File: config.mk
export PLATFORM = sky130hd
export DESIGN_NAME = fifo_fwft_adapter
export DESIGN_NICKNAME = d
export VERILOG_FILES = /design/src/rtl/fifo_fwft_adapter.sv
export SDC_FILE = /design/constraint.sdc
export NUM_CORES = 1
export LEC_CHECK = 0
export BUFFER_PORTS_ARGS = -buffer_cell sky130_fd_sc_hd__buf_2
export CORE_MARGIN = 2
export CORE_UTILIZATION = 35
export CTS_CLUSTER_SIZE = 25
export DETAILED_ROUTE_END_ITERATION = 8
export GPL_TIMING_DRIVEN = 0
export PLACE_DENSITY = 0.65
export SYNTH_ARGS = -nofsm -noshare
export SYNTH_HDL_FRONTEND = slang
export SYNTH_SLANG_ARGS = --single-unit
File: constraint.sdc
create_clock -name clk -period 3.7 [get_ports clk]
set_input_delay 0.74 -clock clk [delete_from_list [all_inputs] [get_ports clk]]
set_output_delay 0.74 -clock clk [all_outputs]
set_load 0.01 [all_outputs]
File: src/rtl/fifo_fwft_adapter.sv
// Drains a standard-read FIFO (one-cycle read latency) and presents the words
// as a first-word-fall-through valid/ready stream through a two-entry buffer.
module fifo_fwft_adapter #(
  parameter int DWIDTH = 32
) (
  input  logic              clk,
  input  logic              rst,
  output logic              fifo_read,
  input  logic [DWIDTH-1:0] fifo_dout,
  input  logic              fifo_empty,
  output logic              out_valid,
  output logic [DWIDTH-1:0] out_data,
  input  logic              out_ready
);

  localparam logic [1:0] ST_EMPTY = 2'd0;
  localparam logic [1:0] ST_ONE   = 2'd1;
  localparam logic [1:0] ST_TWO   = 2'd2;

  logic [1:0]        state_reg;
  logic [1:0]        state_next;
  logic              inflight_reg;
  logic              valid_reg;
  logic [DWIDTH-1:0] head_reg;
  logic [DWIDTH-1:0] skid_reg;
  logic              pop;
  logic              cap;
  logic [2:0]        pending;

  assign pop = valid_reg && out_ready;
  assign cap = inflight_reg;

  // Words held plus the one on its way, less the one leaving this cycle;
  // a new read is allowed only while this stays below the buffer depth.
  assign pending   = {1'b0, state_reg} + {2'b00, inflight_reg} - {2'b00, pop};
  assign fifo_read = !rst && !fifo_empty && (pending < 3'd2);

  assign out_valid = valid_reg;
  assign out_data  = head_reg;

  always_comb begin
    state_next = state_reg;
    case (state_reg)
      ST_EMPTY: if (cap) state_next = ST_ONE;
      ST_ONE: begin
        if (pop && !cap)      state_next = ST_EMPTY;
        else if (!pop && cap) state_next = ST_TWO;
      end
      ST_TWO:   if (pop) state_next = ST_ONE;
      default:  state_next = ST_EMPTY;
    endcase
  end

  always_ff @(posedge clk) begin
    if (rst) begin
      state_reg    <= ST_EMPTY;
      inflight_reg <= 1'b0;
      valid_reg    <= 1'b0;
    end else begin
      state_reg    <= state_next;
      inflight_reg <= fifo_read;
      valid_reg    <= (state_next != ST_EMPTY);
    end
  end

  always_ff @(posedge clk) begin
    if (rst) begin
      head_reg <= '0;
      skid_reg <= '0;
    end else begin
      case (state_reg)
        ST_EMPTY: if (cap) head_reg <= fifo_dout;
        ST_ONE: begin
          if (cap && pop)  head_reg <= fifo_dout;
          else if (cap)    skid_reg <= fifo_dout;
        end
        ST_TWO:   if (pop) head_reg <= skid_reg;
        default: ;
      endcase
    end
  end

endmodule

==> flow_summary.json <==
{
  "status": "complete, no violations",
  "p_seq_frac": 0.414,
  "finClkSkew_ps": 7.69,
  "vias": 2830,
  "finalSetupViolCount": 0,
  "drive_above_1_share": 0.341,
  "dr.pass1.iters": 4,
  "cts-resized-gates": 0,
  "dr.first_iter.drc_count": 129,
  "die_h_um": 99.6,
  "met1_usage": 0.217,
  "cts_hold_buffers": 0,
  "slowest_delay_ps": 420,
  "wl_per_cell_um": 16.4,
  "required_ps": 2960,
  "pre_cts_ws_ps": 355,
  "reg2reg_slack_ps": 1660,
  "start_util": 0.363,
  "path_max_fanout": 10,
  "synth_area_sq_um": 3200,
  "grt_pass1_vias": 2725,
  "start_kind": "input port",
  "cellLeakagePower_nw": 1.68,
  "postCtsSetupBuffers": 0,
  "coreArea_sq_um": 8810,
  "cts_sinks": 68,
  "power_density_nw_per_um2": 508,
  "num_antenna_cells": 0,
  "drc": 0,
  "grt_use_met2": 0.268,
  "finalHoldViolCount": 0,
  "pwr-share-comb": 0.203,
  "die_x_um": 99.6,
  "fin_crit_ps": 3330,
  "fmax_mhz": 300,
  "crit_path_end_kind": "output pin",
  "fin_ws_ps": 367,
  "grt_setup_unrepaired": "no",
  "path_clk_slew_ps": 80,
  "ys_types": 29,
  "synth_edf_count": 0,
  "ys_seq_elements": 68,
  "final.setup.tns_ps": 0,
  "grt_overflow": 0,
  "hpwl_um": 5870,
  "place_congestion": 0.790,
  "drv_slew": 0,
  "top_usage_layer": "met2",
  "root_buffer": "clkbuf_8",
  "dieArea_sq_um": 9920,
  "drv_cap": 0,
  "hold_class": "reg -> reg",
  "ant_nets": 0,
  "yosysTopAreaCell": "dfxtp_1",
  "syn_to_final_growth_pct": 22.7,
  "power.internal_mw": 1.43,
  "nets": 440,
  "avgSynthCellArea_sq_um": 9.87,
  "max_slew_margin": 0.505,
  "critPathBufInv": 3,
  "path_common_cell": "buf_2",
  "async_reset_ff_frac": 0,
  "row_count": 34,
  "synthesis.nets": 361,
  "netSwitchingPower_uw": 563,
  "clk_latency_ps": 340,
  "wl_um": 8460,
  "ys_top_cells_by_count": "dfxtp_1, a211oi_1, a21oi_1",
  "worst_pin_slew_ps": 743,
  "ys_seq_area_frac": 0.426,
  "worstPathArrival_ps": 2590,
  "io_buffers": 68,
  "path_cells": "buf_2 -> nand2_1 -> clkbuf_1 -> nor2_1 -> fa_1 -> xor2_1 -> nor4b_1 -> buf_2",
  "grt_pass1_wl_um": 13500,
  "clkPwrFrac": 0.383,
  "grt_max_degree": 13,
  "antenna_found_initial": 0,
  "viasPerCell": 5.48,
  "criticalPathCategory": "in -> out",
  "cts_buffers": 9,
  "yosysMostFrequentCell": "dfxtp_1",
  "yosysWarnings": 0,
  "ys.flop_type": "dfxtp_1",
  "slowest_stage": "fa_1",
  "fin_crit_sh": 0.901,
  "clk_path_buf_depth": 2,
  "grt_use_met3": 0.0548,
  "htreeDepth": 3,
  "synth_top_area_share": 0.426,
  "cts_tree": "done",
  "ioPinCount": 70,
  "grtUsageTotal": 0.168,
  "synth_area_leaders": "dfxtp_1, a211oi_2, mux2i_1",
  "syn_inst": 324,
  "max-vdd-ir-drop_uv": 262,
  "switching_share": 0.283,
  "critPathTopFamily": "buffers and inverters"
}
## stage by stage
step	cell area (sq um)	std cells	hold slack (ps)	util	power, mW
final	3920	516	477	0.445	1.99
after global routing	3920	516	496	0.445	2.08
after CTS	3920	516	478	0.445	2.01
after detailed placement	3670	500	467	0.417	1.25
after global placement	3670	500	459	0.417	1.24
after floorplan	3200	324	453	-	1.11
## logic make-up after synthesis
kind of cell,synth area share
simple gates,0.0751
fa+ha+maj,0.00626
buf+inv,0.0685
xor+xnor,0.00822
mux,0.100
compound gates,0.316
flops,0.426
## layout by cell type, fill, tap and decap left out
cell / Yosys / layout
a211oi_1: 35 / 35
a211oi_2: 30 / 30
a21bo_1: 1 / 1
a21boi_0: 1 / 1
a21o_4: 1 / 1
a21oi_1: 33 / 33
and2_1: 1 / 1
and3b_1: 1 / 1
and4b_1: 1 / 1
buf_2: 16 / 84
buf_4: 2 / 2
buf_6: 4 / 4
bufinv_16: 0 / 3
clkbuf_1: 17 / 17
clkbuf_4: 2 / 2
clkbuf_8: 0 / 10
clkinv_2: 0 / 1
clkinv_4: 0 / 1
clkinvlp_4: 0 / 1
dfxtp_1: 68 / 68
fa_1: 1 / 1
mux2i_1: 32 / 32
nand2_1: 2 / 2
nand2b_1: 2 / 2
nand3_1: 32 / 32
nand3b_1: 1 / 1
nor2_1: 1 / 1
nor2b_1: 1 / 1
nor4b_1: 2 / 2
o21ai_0: 32 / 32
o21bai_1: 1 / 1
o31ai_1: 1 / 1
xnor2_1: 2 / 2
xor2_1: 1 / 1
## tightest hold or removal path, cell delays in order, from the launching register on
cell     delay [ps]
dfxtp_1         310
o21ai_0          60
a21oi_1          60
## power groups by stage
| stage | registers (mW) | clock network (mW) | logic (mW) |
|---|---|---|---|
| final | 0.824 | 0.762 | 0.405 |
| after global routing | 0.832 | 0.806 | 0.438 |
| after CTS | 0.825 | 0.775 | 0.406 |
| after detailed placement | 0.841 | 0 | 0.404 |
| after global placement | 0.839 | 0 | 0.398 |
| after floorplan | 0.859 | 0 | 0.253 |
## per-layer routing
metal | part of all wire | vias to the layer above
met5 | 0 | -
met2 | 0.45 | 80
li1 | - | 1383
met3 | 0.058 | 17
met1 | 0.47 | 1350
met4 | 0.020 | 0
## area by class of cell
cell class / count / area, sq um
fillers: 867 / 4880
multi-input cells: 215 / 1620
flip-flops and latches: 68 / 1360
repair buffers: 68 / 340
plain buffers: 41 / 219
clock buffers: 10 / 138
well taps: 108 / 135
clock inverters: 6 / 111
## path summary, 6_finish.rpt
path	start	to	depth (start not counted)
max	out_ready	fifo_read	8
min reg2reg	skid_reg[29]$_SDFFE_PP0P_	skid_reg[29]$_SDFFE_PP0P_	2
max reg2reg	out_valid$_SDFF_PP0_	cap$_SDFF_PP0_	6
min	skid_reg[29]$_SDFFE_PP0P_	skid_reg[29]$_SDFFE_PP0P_	2
Power figures use the tool's default switching activity.
